[config.mk]
export PLATFORM = sky130hd
export DESIGN_NAME = fp_compare_unit
export DESIGN_NICKNAME = d
export VERILOG_FILES = /design/src/rtl/fp_cmp_pkg.sv /design/src/rtl/fp_classify.sv /design/src/rtl/fp_compare_unit.sv
export SDC_FILE = /design/constraint.sdc
export NUM_CORES = 1
export LEC_CHECK = 0
export BUFFER_PORTS_ARGS = -buffer_cell sky130_fd_sc_hd__buf_2
export CORE_MARGIN = 3
export CORE_UTILIZATION = 25
export CTS_BUF_LIST = sky130_fd_sc_hd__clkbuf_16
export CTS_CLUSTER_DIAMETER = 150
export DETAILED_ROUTE_END_ITERATION = 8
export GPL_TIMING_DRIVEN = 0
export PLACE_DENSITY_LB_ADDON = 0.3
export REMOVE_ABC_BUFFERS = 1
export SYNTH_ARGS = -nofsm -noshare
export SYNTH_HDL_FRONTEND = slang
export SYNTH_SLANG_ARGS = --single-unit
[constraint.sdc]
create_clock -name i_clk -period 7.2 [get_ports i_clk]
set_input_delay 1.08 -clock i_clk [delete_from_list [all_inputs] [get_ports i_clk]]
set_output_delay 1.08 -clock i_clk [all_outputs]
set_load 0.01 [all_outputs]
[src/rtl/fp_cmp_pkg.sv]
//==============================================================================
// Module      : fp_cmp_pkg
// Description : Shared types and helpers for the FP compare / min-max unit.
//               - fp_cmp_op_e   : opcode encoding (FMIN, FMAX, FLT, FEQ, FLE)
//               - FFLAG_NV      : bit index of the invalid-operation flag
//               - fp_class_t    : per-operand classification
//               - canonical_nan : canonical quiet NaN for a given width
// Revision    : 1.0 - initial release
//==============================================================================
`default_nettype none

package fp_cmp_pkg;

  typedef enum logic [2:0] {
    FMIN = 3'd0,
    FMAX = 3'd1,
    FLT  = 3'd2,
    FEQ  = 3'd3,
    FLE  = 3'd4
  } fp_cmp_op_e;

  // fflags layout is {NV, DZ, OF, UF, NX}
  localparam int FFLAG_NV = 4;

  typedef struct packed {
    logic is_nan;
    logic is_snan;
    logic is_zero;
    logic sign;
  } fp_class_t;

  // Canonical quiet NaN, returned right-aligned in 64 bits.
  function automatic logic [63:0] canonical_nan(input int flen);
    if (flen == 64) begin
      return 64'h7FF8_0000_0000_0000;
    end
    return 64'h0000_0000_7FC0_0000;
  endfunction

endpackage

`default_nettype wire

[src/rtl/fp_classify.sv]
//==============================================================================
// Module      : fp_classify
// Description : Combinational classification of one IEEE-754 operand.
// Ports       : operand - raw floating-point bit pattern (FLEN bits)
//               cls     - {is_nan, is_snan, is_zero, sign}
// Revision    : 1.0 - initial release
//==============================================================================
`default_nettype none

module fp_classify
  import fp_cmp_pkg::*;
#(
  parameter int FLEN  = 32,
  parameter int EXP_W = 8
) (
  input  logic [FLEN-1:0] operand,
  output fp_class_t       cls
);

  localparam int MAN_W = FLEN - 1 - EXP_W;

  logic [EXP_W-1:0] w_exp;
  logic [MAN_W-1:0] w_man;
  logic             w_exp_ones;
  logic             w_exp_zero;
  logic             w_man_zero;

  assign w_exp      = operand[FLEN-2 -: EXP_W];
  assign w_man      = operand[MAN_W-1:0];
  assign w_exp_ones = &w_exp;
  assign w_exp_zero = ~|w_exp;
  assign w_man_zero = ~|w_man;

  assign cls.is_nan  = w_exp_ones & ~w_man_zero;
  // Signalling NaNs have the quiet bit (mantissa MSB) clear.
  assign cls.is_snan = w_exp_ones & ~w_man_zero & ~w_man[MAN_W-1];
  assign cls.is_zero = w_exp_zero & w_man_zero;
  assign cls.sign    = operand[FLEN-1];

endmodule

`default_nettype wire

[src/rtl/fp_compare_unit.sv]
//==============================================================================
// Module      : fp_compare_unit
// Description : Two-stage pipelined FP compare / min-max unit (FMIN, FMAX,
//               FLT, FEQ, FLE) with RISC-V NaN and signed-zero semantics.
//               S1 registers classification and raw ordering, S2 registers
//               the final result and exception flags.
// Ports       : i_clk, i_rst          - clock, async active-high reset
//               i_valid / o_ready     - operation handshake
//               i_op, i_rs1_f, i_rs2_f, i_tag - operation and sideband tag
//               o_valid / i_ready     - result handshake
//               o_result, o_fflags, o_tag     - result, {NV,DZ,OF,UF,NX}, tag
// Revision    : 1.0 - initial release
//==============================================================================
`default_nettype none

module fp_compare_unit
  import fp_cmp_pkg::*;
#(
  parameter int FLEN  = 32,
  parameter int EXP_W = 8,
  parameter int TAG_W = 5
) (
  input  logic             i_clk,
  input  logic             i_rst,
  input  logic             i_valid,
  output logic             o_ready,
  input  logic [2:0]       i_op,
  input  logic [FLEN-1:0]  i_rs1_f,
  input  logic [FLEN-1:0]  i_rs2_f,
  input  logic [TAG_W-1:0] i_tag,
  output logic             o_valid,
  input  logic             i_ready,
  output logic [FLEN-1:0]  o_result,
  output logic [4:0]       o_fflags,
  output logic [TAG_W-1:0] o_tag
);

  localparam logic [FLEN-1:0] C_CANON_NAN = FLEN'(canonical_nan(FLEN));

  //--------------------------------------------------------------------------
  // Handshake
  //--------------------------------------------------------------------------
  logic w_s2_can_load;
  logic w_accept;
  logic r_s1_valid;

  assign w_s2_can_load = ~o_valid | i_ready;
  assign o_ready       = ~r_s1_valid | w_s2_can_load;
  assign w_accept      = i_valid & o_ready;

  //--------------------------------------------------------------------------
  // Classification and raw ordering (feeds S1)
  //--------------------------------------------------------------------------
  fp_class_t w_cls_a;
  fp_class_t w_cls_b;

  fp_classify #(
    .FLEN  (FLEN),
    .EXP_W (EXP_W)
  ) u_cls_a (
    .operand (i_rs1_f),
    .cls     (w_cls_a)
  );

  fp_classify #(
    .FLEN  (FLEN),
    .EXP_W (EXP_W)
  ) u_cls_b (
    .operand (i_rs2_f),
    .cls     (w_cls_b)
  );

  logic w_mag_lt;
  logic w_mag_eq;
  logic w_both_zero;
  logic w_sign_diff;
  logic w_neg_lt;
  logic w_lt;
  logic w_eq;
  logic w_lt_tot;

  // Magnitude on {exp,mant}; the sign is folded in afterwards.
  assign w_mag_lt    = i_rs1_f[FLEN-2:0] < i_rs2_f[FLEN-2:0];
  assign w_mag_eq    = i_rs1_f[FLEN-2:0] == i_rs2_f[FLEN-2:0];
  assign w_both_zero = w_cls_a.is_zero & w_cls_b.is_zero;
  assign w_sign_diff = w_cls_a.sign ^ w_cls_b.sign;
  // Both negative: larger magnitude is the smaller value.
  assign w_neg_lt    = ~w_mag_lt & ~w_mag_eq;

  // IEEE ordering used by FLT/FEQ/FLE: -0 and +0 compare equal.
  assign w_lt = w_sign_diff ? (w_cls_a.sign & ~w_both_zero)
                            : (w_cls_a.sign ? w_neg_lt : w_mag_lt);
  assign w_eq = (w_mag_eq & ~w_sign_diff) | w_both_zero;

  // Total ordering used by FMIN/FMAX: -0 sorts below +0.
  assign w_lt_tot = w_sign_diff ? w_cls_a.sign
                                : (w_cls_a.sign ? w_neg_lt : w_mag_lt);

  //--------------------------------------------------------------------------
  // Stage S1
  //--------------------------------------------------------------------------
  logic [2:0]       r_s1_op;
  logic [TAG_W-1:0] r_s1_tag;
  logic [FLEN-1:0]  r_s1_a;
  logic [FLEN-1:0]  r_s1_b;
  logic             r_s1_a_nan;
  logic             r_s1_a_snan;
  logic             r_s1_b_nan;
  logic             r_s1_b_snan;
  logic             r_s1_lt;
  logic             r_s1_eq;
  logic             r_s1_lt_tot;

  always_ff @(posedge i_clk or posedge i_rst) begin
    if (i_rst) begin
      r_s1_valid  <= 1'b0;
      r_s1_op     <= '0;
      r_s1_tag    <= '0;
      r_s1_a      <= '0;
      r_s1_b      <= '0;
      r_s1_a_nan  <= 1'b0;
      r_s1_a_snan <= 1'b0;
      r_s1_b_nan  <= 1'b0;
      r_s1_b_snan <= 1'b0;
      r_s1_lt     <= 1'b0;
      r_s1_eq     <= 1'b0;
      r_s1_lt_tot <= 1'b0;
    end else begin
      if (o_ready) begin
        r_s1_valid <= i_valid;
      end
      if (w_accept) begin
        r_s1_op     <= i_op;
        r_s1_tag    <= i_tag;
        r_s1_a      <= i_rs1_f;
        r_s1_b      <= i_rs2_f;
        r_s1_a_nan  <= w_cls_a.is_nan;
        r_s1_a_snan <= w_cls_a.is_snan;
        r_s1_b_nan  <= w_cls_b.is_nan;
        r_s1_b_snan <= w_cls_b.is_snan;
        r_s1_lt     <= w_lt;
        r_s1_eq     <= w_eq;
        r_s1_lt_tot <= w_lt_tot;
      end
    end
  end

  //--------------------------------------------------------------------------
  // Result selection (feeds S2)
  //--------------------------------------------------------------------------
  logic            w_any_nan;
  logic            w_any_snan;
  logic            w_pick_a;
  logic            w_nv;
  logic [FLEN-1:0] w_result;
  logic [4:0]      w_fflags;

  assign w_any_nan  = r_s1_a_nan | r_s1_b_nan;
  assign w_any_snan = r_s1_a_snan | r_s1_b_snan;
  // On equal values a and b are bit-identical, so either pick is correct.
  assign w_pick_a   = (r_s1_op == FMIN) ? r_s1_lt_tot : ~r_s1_lt_tot;

  always_comb begin
    w_nv     = 1'b0;
    w_result = '0;
    w_fflags = '0;
    case (fp_cmp_op_e'(r_s1_op))
      FMIN, FMAX: begin
        w_nv = w_any_snan;
        if (r_s1_a_nan & r_s1_b_nan) begin
          w_result = C_CANON_NAN;
        end else if (r_s1_a_nan) begin
          w_result = r_s1_b;
        end else if (r_s1_b_nan) begin
          w_result = r_s1_a;
        end else begin
          w_result = w_pick_a ? r_s1_a : r_s1_b;
        end
      end
      FLT: begin
        w_nv     = w_any_nan;
        w_result = {{(FLEN-1){1'b0}}, ~w_any_nan & r_s1_lt};
      end
      FLE: begin
        w_nv     = w_any_nan;
        w_result = {{(FLEN-1){1'b0}}, ~w_any_nan & (r_s1_lt | r_s1_eq)};
      end
      FEQ: begin
        // Quiet compare: only signalling NaNs raise NV.
        w_nv     = w_any_snan;
        w_result = {{(FLEN-1){1'b0}}, ~w_any_nan & r_s1_eq};
      end
      default: begin
        w_nv     = 1'b0;
        w_result = '0;
      end
    endcase
    w_fflags[FFLAG_NV] = w_nv;
  end

  //--------------------------------------------------------------------------
  // Stage S2 (output registers)
  //--------------------------------------------------------------------------
  always_ff @(posedge i_clk or posedge i_rst) begin
    if (i_rst) begin
      o_valid  <= 1'b0;
      o_result <= '0;
      o_fflags <= '0;
      o_tag    <= '0;
    end else begin
      if (w_s2_can_load) begin
        o_valid <= r_s1_valid;
      end
      if (r_s1_valid & w_s2_can_load) begin
        o_result <= w_result;
        o_fflags <= w_fflags;
        o_tag    <= r_s1_tag;
      end
    end
  end

endmodule

`default_nettype wire

## Yosys cells after proc, flatten, opt, wreduce, memory -nomap -nowiden

Index checks and enable logic that the tools add are counted.

- Bitwise logic cells: 33
- Reductions and logical operators: 14
- Multiplexer cells: 10
- Eq/ne operators: 5
- $lt $le $gt $ge: 1

Operator list:

| kind | number |
|---|---|
| $mux W32 | 4 |
| $pmux W32 S4 | 1 |
| $reduce_or A23 Y1 | 2 |
| $eq A31 B31 Y1 | 1 |
| $lt A31 B31 Y1 | 1 |
| $and A1 B1 Y1 | 16 |
| $reduce_and A8 Y1 | 2 |
| $reduce_or A8 Y1 | 2 |
| $not A1 Y1 | 10 |
| $eq A3 B2 Y1 const B | 2 |
| $or A1 B1 Y1 | 6 |
| $logic_not A1 Y1 | 4 |
| $mux W1 | 4 |
| $reduce_or A2 Y1 | 2 |
| $eq A3 B1 Y1 const B | 1 |
| $eq A3 B3 Y1 const B | 1 |
| $logic_not A3 Y1 | 1 |
| $reduce_or A3 Y1 | 1 |
| $pmux W1 S2 | 1 |
| $xor A1 B1 Y1 | 1 |

- Register bits: 119
- Logic and storage cells: 79
- Output and inout port bits: 44
- Input bits: 76

## Longest topological paths before layout

Gate-level depths: netlist of the first run.

- Word-level depth: 7
- Mapped depth: 8
- Gate-level depth less buffers: 8

## Hierarchy

From an unflattened synthesis of the first run, not the netlist that was laid out.

- Cells, all modules: 642
- Area, all modules: 5888.1 um^2

Modules (own cells, without submodules):

| module | sequential area each (um^2) | area each (um^2) | cells an instance | times used |
|---|---|---|---|---|
| fp_compare_unit | 2977.9 | 5657.9 | 610 | 1 |
| fp_classify | 0.0 | 115.1 | 16 | 2 |

## Worst setup path after synthesis of the first run

No wires, ideal clock.

- Path type: input port to flip-flop
- Start: input port i_rs2_f[21]
- End: register r_s1_lt
- Arrival time: 2.966 ns
- Required time: 7.118 ns
- Path buffers: 0
- Library setup time: 0.082 ns
- Setup slack: 4.152 ns
- Stages on the path: 8
- Path through: inv_1 ha_1 a21oi_2 nand2_1 a221o_1 a2111o_1 or4_1 a31oi_1

- Longest elaborated chain between the ends: 7

Ends and longest elaborated chain:

| element | RTL line | text |
|---|---|---|
| start, declared | fp_compare_unit.sv:29 | `input logic [FLEN-1:0] i_rs2_f,` |
| branches (longest 6 deep; another with $lt A31 B31 Y1) | -- |  |
| $mux W1 * | fp_compare_unit.sv:91 | `assign w_lt = w_sign_diff ? (w_cls_a.sign & ~w_both_zero)` |
| end signal, assigned | fp_compare_unit.sv:141 | `r_s1_lt <= w_lt;` |
| end, declared | fp_compare_unit.sv:110 | `logic r_s1_lt;` |

Mark *: on every way between the ends.
A chain may end at the register's enable or synchronous reset.

## Worst setup path in the final report of the first run

- Start: input port i_ready
- End: register o_result[6]

- Longest elaborated chain between the ends: 2

Ends and longest elaborated chain:

| element | RTL line | text |
|---|---|---|
| start, declared | fp_compare_unit.sv:32 | `input logic i_ready,` |
| $or A1 B1 Y1 | fp_compare_unit.sv:47 | `assign w_s2_can_load = ~o_valid \| i_ready;` |
| $and A1 B1 Y1 | fp_compare_unit.sv:214 | `if (r_s1_valid & w_s2_can_load) begin` |
| end signal, assigned | fp_compare_unit.sv:215 | `o_result <= w_result;` |
| end, declared | fp_compare_unit.sv:33 | `output logic [FLEN-1:0] o_result,` |

No other way between the ends.

==> results of run 1 <==
-- placed cells by master (no fill, tap or decap), types with 9 or more instances in the layout --
cell	instances
sky130_fd_sc_hd__a21o_1	12
sky130_fd_sc_hd__a21oi_1	23
sky130_fd_sc_hd__buf_2	115
sky130_fd_sc_hd__clkbuf_16	17
sky130_fd_sc_hd__dfrtp_1	119
sky130_fd_sc_hd__ha_1	31
sky130_fd_sc_hd__inv_1	37
sky130_fd_sc_hd__mux2i_1	31
sky130_fd_sc_hd__nand2_1	187
sky130_fd_sc_hd__nand4_1	9
sky130_fd_sc_hd__nor2_1	10
sky130_fd_sc_hd__nor4_1	14
sky130_fd_sc_hd__o21ai_0	39
sky130_fd_sc_hd__o21ai_1	25
-- cells by family after synthesis --
| logic type | count (synthesis) |
|---|---|
| other | 1 |
| buffers and inverters | 68 |
| adder cells (fa/ha/maj) | 31 |
| AO/OA/AOI/OAI | 119 |
| multiplexers | 36 |
| XOR/XNOR | 3 |
| AND/OR/NAND/NOR | 250 |
| flip-flops | 119 |
-- state kept, by name (all words and copies together), names as in the netlist --
signal / flops
r_s1_a: 32
r_s1_op: 3
r_s1_b_snan: 1
r_s1_valid: 1
r_s1_tag: 5
r_s1_b: 32
r_s1_lt: 1
o_valid: 1
r_s1_eq: 1
r_s1_lt_tot: 1
o_result: 32
r_s1_b_nan: 1
o_tag: 5
o_fflags: 1
r_s1_a_nan: 1
r_s1_a_snan: 1
-- routing by layer --
metal / up-vias / GRT usage, %
met5: - / 0
met2: 112 / 21.63
li1: 2351 / -
met1: 2195 / 19.20
met4: 2 / 4.588
met3: 17 / 3.452
-- per-stage QoR --
stage | cells | utilization, % | cell area [um2]
floorplan | 598 | - | 5673
global placement | 998 | 29.09 | 6605
detailed placement | 1003 | 29.71 | 6748
CTS | 1035 | 32.62 | 7408
global route | 1035 | 32.62 | 7408
finish | 1035 | 32.62 | 7408
-- cell type report --
type,count,share of cell area [%]
flip-flops and latches,119,40.20
multi-input cells,443,34.86
repair buffers,120,9.323
clock buffers,17,5.742
well taps,285,4.813
clock inverters,15,3.175
inverters,36,1.892
-- tightest hold or removal path, delay by kind of cell, from the launching register on --
| kind | cells | cell delay (ns) |
|---|---|---|
| and+or+nand+nor | 2 | 0.10 |
| DFF | 1 | 0.34 |
-- worst max path at each step --
stage / startpoint / to / slack (ns) / depth (start not counted)
5_1_grt: i_ready / o_result[19] / 3.63 / 7
3_3_place_gp: i_rst / o_result[18] / 1.12 / 2
3_5_place_dp: i_ready / o_result[7] / 3.39 / 7
6_report: i_ready / o_result[6] / 3.95 / 7
2_1_floorplan: i_rst / o_fflags[4] / 2.96 / 1
4_1_cts: i_ready / o_result[6] / 3.82 / 7
-- power by group through the flow --
| stage | clock network, mW | logic [mW] | registers, mW |
|---|---|---|---|
| CTS | 0.988 | 0.431 | 0.826 |
| finish | 0.960 | 0.418 | 0.825 |
| floorplan | 0 | 0.242 | 0.849 |
| global placement | 0 | 0.429 | 0.835 |
| global route | 1.01 | 0.476 | 0.838 |
| detailed placement | 0 | 0.429 | 0.837 |
==> out/qor.yml, run 1 <==
timing.hold.worst.start: "r_s1_a[29]"
dr_wl_met3_um: 839
cts_made_buffers: 17
reg2reg_slack_ns: 4.38
vias_per_cell: 4.519
antenna_found_initial: 1
clock_latency_ns: 0.41
timing.critical_path.fanout_max: 27
path_class: "in -> reg"
finalCriticalPeriod_ns: 3.250
synth-edff-count: 0
fp.dieArea_mm2: 0.02507
cp-start-kind: "input port"
floorplan.initialDensity_pct: 25.55
cp.buffers_inverters: 2
final_skew_ns: 0.009859
share_clk_of_total_power_pct: 43.6
report.final.hold_viol_count: 0
syn_area_per_cell_um2: 9.253
compound_gate_fraction_of_synth_area_pct: 11.84
synth_top_area_cell: "sky130_fd_sc_hd__dfrtp_1"
worstMarginPinSlew_ns: 1.189
postCtsHoldBufs: 0
intPower_mw: 1.593
comb_power_share_pct: 19.0
crit_chain: "buf_2, nand2b_1, nand2_2, buf_12, or3_1, nand2b_1, o21ai_1"
syn-instance-count: 627
drtPass1Iterations: 5
synth-simple-area-share_pct: 18.57
worstPathRequired_ns: 7.44
fill_cells: 2409
layout.nets: 844
cts-root-buf: "sky130_fd_sc_hd__clkbuf_16"
synth_adder_area_share_pct: 6.685
finalSetupTns_ns: 0
rsz0062_at_grt: "no"
crit_path_most_repeated_cell: "sky130_fd_sc_hd__nand2b_1"
cts.sinks: 119
synth.yosys.seq_area_share_pct: 51.33
gp_routability_congestion: 0.8088
critical_path.top_delay_family: "simple AND/OR/NAND/NOR gates"
dpl.hpwl_mm: 12.18
timing.reg2reg.worst_path_depth: 6
final-setup-viol-count: 0
first_global_vias: 4635
outcome: "finished clean"
path_clk_slew_ns: 0.06
synth.distinct_cells: 43
postLayoutSetupSlackWorst_ns: 3.950
met2_length_mm: 7.616
power_frac_seq_pct: 37.4
ios: 120
post-route-period-util_pct: 45.14
std_cell_rows: 55
post_route_cells_drive_above_1_share_pct: 21.47
fmaxAchievable_ghz: 0.3077
post_route_m1_wl_mm: 8.156
p_per_area_mw_per_mm2: 297.3
crit_arrival_ns: 3.49
asyncSetResetFlopFracSynth_pct: 100.0
numPortBuffers: 115
final_max_slew_viol_count: 0
synth.top_cells.by_count: "sky130_fd_sc_hd__nand2_1 (189), sky130_fd_sc_hd__dfrtp_1 (119), sky130_fd_sc_hd__o21ai_0 (39)"
total_leakage_power_nw: 3.830
synthToLayoutAreaGrowth_pct: 27.69
cts_buffer_depth: 2
grt_util_all_layers_pct: 13.97
die_h_um: 158.3
drt_drc_violations_left: 0
regToRegEndpoint: "o_result[6]"
critical_path.slowest_cell: "sky130_fd_sc_hd__nand2b_1"
chipWidth_um: 158.3
antenna_left: 0
hold_class: "reg -> reg"
drt-total-wl_mm: 16.92
max_stage_delay_ns: 0.97
grt_start_max_net_pins: 89
post_synth_xor_area_fraction_pct: 0.4529
register_area_mm2: 0.002978
initialDrtViolationCount: 225
placeableCoreArea_mm2: 0.02271
headroom_to_the_max_slew_limit_pct: 20.74
cts_resizes: 0
yosys-mux-area-fraction_pct: 6.319
antenna-diode-count: 0
timing.max_cap.violations: 0
wire_per_inst_um: 16.35
place_ws_ns: 3.386
route.vias.total: 4677
swShare_pct: 27.69
critPathCaptureType: "flip-flop"
hold_depth: 2
power_after_layout_mw: 2.203
synth_top_family_by_area: "simple AND/OR/NAND/NOR gates"
synth.top_cell.area_share_pct: 51.33
holdPathEnd: "r_s1_a[29]"
routed.top_layer: "met5"
post_synth_instance_area_mm2: 0.005802
grt_first_pass_wirelength_mm: 26.42
clock_tree_from_tritoncts: "built"
p_sw_uw: 610.0
yosysMostFrequentCell: "sky130_fd_sc_hd__nand2_1"
multi_input_area_mm2: 0.002582
grt-ovfl-total: 0
h_tree_levels: 4
fin_worst_hold_slack_ns: 0.4713
worst_ir_drop_vdd_mv: 0.1234
timing.rr.start: "o_valid"
ys_seq_elements: 119
yosysWarnings: 0
synth_flop_cell: "sky130_fd_sc_hd__dfrtp_1"
cts_setup_buffers: 0
synth.top_cells.by_area: "sky130_fd_sc_hd__dfrtp_1 (51%), sky130_fd_sc_hd__nand2_1 (12%), sky130_fd_sc_hd__ha_1 (6.7%)"
(Power assumes the default switching activity.)
==> inputs of run 2 (changes only) <==
--- a/config.mk
+++ b/config.mk
@@ -5,6 +5,7 @@
 export SDC_FILE = /design/constraint.sdc
 export NUM_CORES = 1
 export LEC_CHECK = 0
+export ABC_AREA = 1
 export BUFFER_PORTS_ARGS = -buffer_cell sky130_fd_sc_hd__buf_2
 export CORE_MARGIN = 3
 export CORE_UTILIZATION = 25
==> constraint.sdc (replaced) <==
create_clock -name i_clk -period 3 [get_ports i_clk]
set_input_delay 0.45 -clock i_clk [delete_from_list [all_inputs] [get_ports i_clk]]
set_output_delay 0.45 -clock i_clk [all_outputs]
set_load 0.01 [all_outputs]
==> run 2 against run 1 <==
Against the previous run:
- clock skew shrank 0.0038 ns
- first-iteration DRC count shrank 8.4%
- power grew 130%
- clock-buffer cell count is the same
- final cell count grew 14%
- sequential share of layout area shrank 0.20 points
- non-clock buffer count shrank 2
- sequential power grew 150%
- die area grew 3.0%
- largest power group is now registers
==> out/qor.yml, run 2 <==
outcome: "finished clean"
critPathCaptureType: "flip-flop"
grt_first_pass_wirelength_mm: 27.14  # +2.7%
antenna_left: 0  # unchanged
drt_drc_violations_left: 0  # unchanged
synth.top_cells.by_area: "sky130_fd_sc_hd__dfrtp_1 (50%), sky130_fd_sc_hd__nand2_1 (14%), sky130_fd_sc_hd__o21ai_0 (7.9%)"
asyncSetResetFlopFracSynth_pct: 100.0  # unchanged
synth.top_cell.area_share_pct: 49.77  # -1.6 points
yosysMostFrequentCell: "sky130_fd_sc_hd__nand2_1"
crit_arrival_ns: 2.76  # -0.73 ns
synth-edff-count: 0  # unchanged
place_ws_ns: 0.3101  # -3.076 ns
layout_top_registers: "o_result x32, r_s1_a x32, r_s1_b x32"
fmaxAchievable_ghz: 0.4114
cts_buffer_depth: 2  # unchanged
p_per_area_mw_per_mm2: 692.0  # +130%
first_global_vias: 4917  # +6.1%
fin_worst_hold_slack_ns: 0.09909  # -0.3722 ns
path_class: "reg -> reg"
route.vias.total: 5027  # +7.5%
vias_per_cell: 4.264  # -5.6%
path_clk_slew_ns: 0.05  # about the same
numPortBuffers: 115  # unchanged
cts_made_buffers: 17  # unchanged
layout.nets: 961  # +14%
worst_ir_drop_vdd_mv: 0.2533  # +110%
final-setup-viol-count: 0  # unchanged
grt_util_all_layers_pct: 13.62  # -0.35 points
antenna-diode-count: 0  # unchanged
postLayoutSetupSlackWorst_ns: 0.5691  # -3.381 ns
post_synth_instance_area_mm2: 0.005983  # +3.1%
finalCriticalPeriod_ns: 2.431
drtPass1Iterations: 4  # -1
fp.dieArea_mm2: 0.02582  # +3.0%
final_skew_ns: 0.006034  # -0.003825 ns
post-route-period-util_pct: 81.03
h_tree_levels: 4  # unchanged
ys_seq_elements: 119  # unchanged
synth.yosys.seq_area_share_pct: 49.77  # -1.6 points
mostFrequentLayoutCells: "sky130_fd_sc_hd__nand2_1 (219), sky130_fd_sc_hd__dfrtp_1 (119), sky130_fd_sc_hd__buf_2 (115)"
chipWidth_um: 160.7  # +1.5%
report.final.hold_viol_count: 0  # unchanged
total_leakage_power_nw: 3.900  # +1.8%
syn_area_per_cell_um2: 8.010  # -13%
synth_top_area_cell: "sky130_fd_sc_hd__dfrtp_1"
synth_flop_cell: "sky130_fd_sc_hd__dfrtp_1"
die_h_um: 160.7  # +1.5%
rsz0062_at_grt: "no"
floorplan.initialDensity_pct: 25.95  # +0.41 points
cts.sinks: 119  # unchanged
cts_resizes: 0  # unchanged
clock_latency_ns: 0.41  # about the same
utilization_pct: 32.30  # -0.32 points
placeableCoreArea_mm2: 0.02305  # +1.5%
timing.critical_path.fanout_max: 46  # +70%
worstMarginPinSlew_ns: 1.070  # -0.1194 ns
headroom_to_the_max_slew_limit_pct: 28.45  # +7.7 points
mostFrequentLayoutCell: "sky130_fd_sc_hd__nand2_1"
drt-total-wl_mm: 17.00  # +0.44%
synthToLayoutAreaGrowth_pct: 24.45
final_max_slew_viol_count: 0  # unchanged
postCtsHoldBufs: 0  # unchanged
ios: 120  # unchanged
timing.max_cap.violations: 0  # unchanged
post_route_cells_drive_above_1_share_pct: 18.36  # -3.1 points
grt-ovfl-total: 0  # unchanged
synth.distinct_cells: 31  # -28%
initialDrtViolationCount: 206  # -8.4%
cp-start-kind: "flip-flop"
hold_class: "in -> async"
gp_routability_congestion: 0.7491  # -7.4%
synth.top_cells.by_count: "sky130_fd_sc_hd__nand2_1 (219), sky130_fd_sc_hd__dfrtp_1 (119), sky130_fd_sc_hd__o21ai_0 (95)"
clock_tree_from_tritoncts: "built"
worstPathRequired_ns: 3.33  # -4.11 ns
syn-instance-count: 747  # +19%
antenna_found_initial: 2  # +1
cts-root-buf: "sky130_fd_sc_hd__clkbuf_16"
std_cell_rows: 55  # unchanged
dpl.hpwl_mm: 12.11  # -0.63%
cts_setup_buffers: 0  # unchanged
wire_per_inst_um: 14.42  # -12%
finalSetupTns_ns: 0  # unchanged
grt_start_max_net_pins: 69  # -22%
yosysWarnings: 0  # unchanged
[run 2: changes by cell type after synthesis, moves of 7 or more]
| cell | change |
|---|---|
| sky130_fd_sc_hd__a21o_1 | -10 |
| sky130_fd_sc_hd__a21oi_1 | -9 |
| sky130_fd_sc_hd__nand3_1 | +18 |
| sky130_fd_sc_hd__clkbuf_1 | -8 |
| sky130_fd_sc_hd__inv_1 | +54 |
| sky130_fd_sc_hd__nand2_1 | +30 |
| sky130_fd_sc_hd__nor2_1 | +38 |
| sky130_fd_sc_hd__mux2i_1 | -31 |
| sky130_fd_sc_hd__o21ai_0 | +56 |
| sky130_fd_sc_hd__nor4_1 | -12 |
| sky130_fd_sc_hd__buf_2 | +10 |
| sky130_fd_sc_hd__nand4_1 | +7 |
[run 2: layout make-up]
| cell class | count | area (um2) |
|---|---|---|
| flip-flops and latches | 119 | 2978 |
| clock buffers | 17 | 425.4 |
| clock inverters | 14 | 143.9 |
| inverters | 93 | 356.6 |
| well taps | 313 | 391.6 |
| repair buffers | 118 | 645.6 |
| multi-input cells | 505 | 2505 |
| fillers | 2516 | 15610 |
[run 2: kinds of logic after synthesis]
family | count (synthesis) | share of synthesized area, %
AND/OR/NAND/NOR | 325 | 22.44
AO/OA/AOI/OAI | 145 | 12.51
buffers and inverters | 126 | 8.741
flip-flops | 119 | 49.77
adder cells (fa/ha/maj) | 31 | 6.483
other | 1 | 0.06268
[run 2: power by group]
part | switching (mW) | leakage (nW) | internal [mW] | total (mW)
clock network | 0.721 | 0.287 | 1.28 | 2.00
logic | 0.705 | 2.12 | 0.391 | 1.10
registers | 0.153 | 1.50 | 1.91 | 2.06
total | 1.58 | 3.90 | 3.57 | 5.15
[run 2: final timing paths]
check                             from     endpoint  slack [ns]  cells past startpoint
max                            o_valid  o_result[1]        0.57                      6
min                              i_rst     o_tag[1]         0.1                      2
max reg2reg                    o_valid  o_result[1]        0.57                      6
min reg2reg                r_s1_tag[4]     o_tag[4]        0.47                      2
max in group asynchronous        i_rst    r_s1_b[6]        2.20                      3
min in group i_clk            i_tag[4]  r_s1_tag[4]        0.23                      3
[run 2: through the flow]
stage / std cells / area [um2] / total power, mW
6_report: 1179 / 7446 / 5.153
3_5_place_dp: 1148 / 6877 / 3.216
2_1_floorplan: 717 / 5823 / 2.724
5_1_grt: 1179 / 7446 / 5.513
3_3_place_gp: 1145 / 6790 / 3.188
4_1_cts: 1179 / 7446 / 5.256
[run 2: metal layers]
metal  up-vias  part of all wire [%]  GRT usage (%)
met1      2297                    48          18.53
met5         -                  0.16              0
li1       2606                     -              -
met4         4                   1.4          4.224
met2        98                    45          20.92
met3        22                   5.4          4.024
[run 2: critical path, stage by stage (launching register included)]
cell and delay, ns:
sky130_fd_sc_hd__dfrtp_1 0.38, sky130_fd_sc_hd__nand2_1 0.10, sky130_fd_sc_hd__nand2_2 0.60, sky130_fd_sc_hd__nor3b_4 0.76, sky130_fd_sc_hd__buf_8 0.23, sky130_fd_sc_hd__o21ai_0 0.09, sky130_fd_sc_hd__o21ai_1 0.14
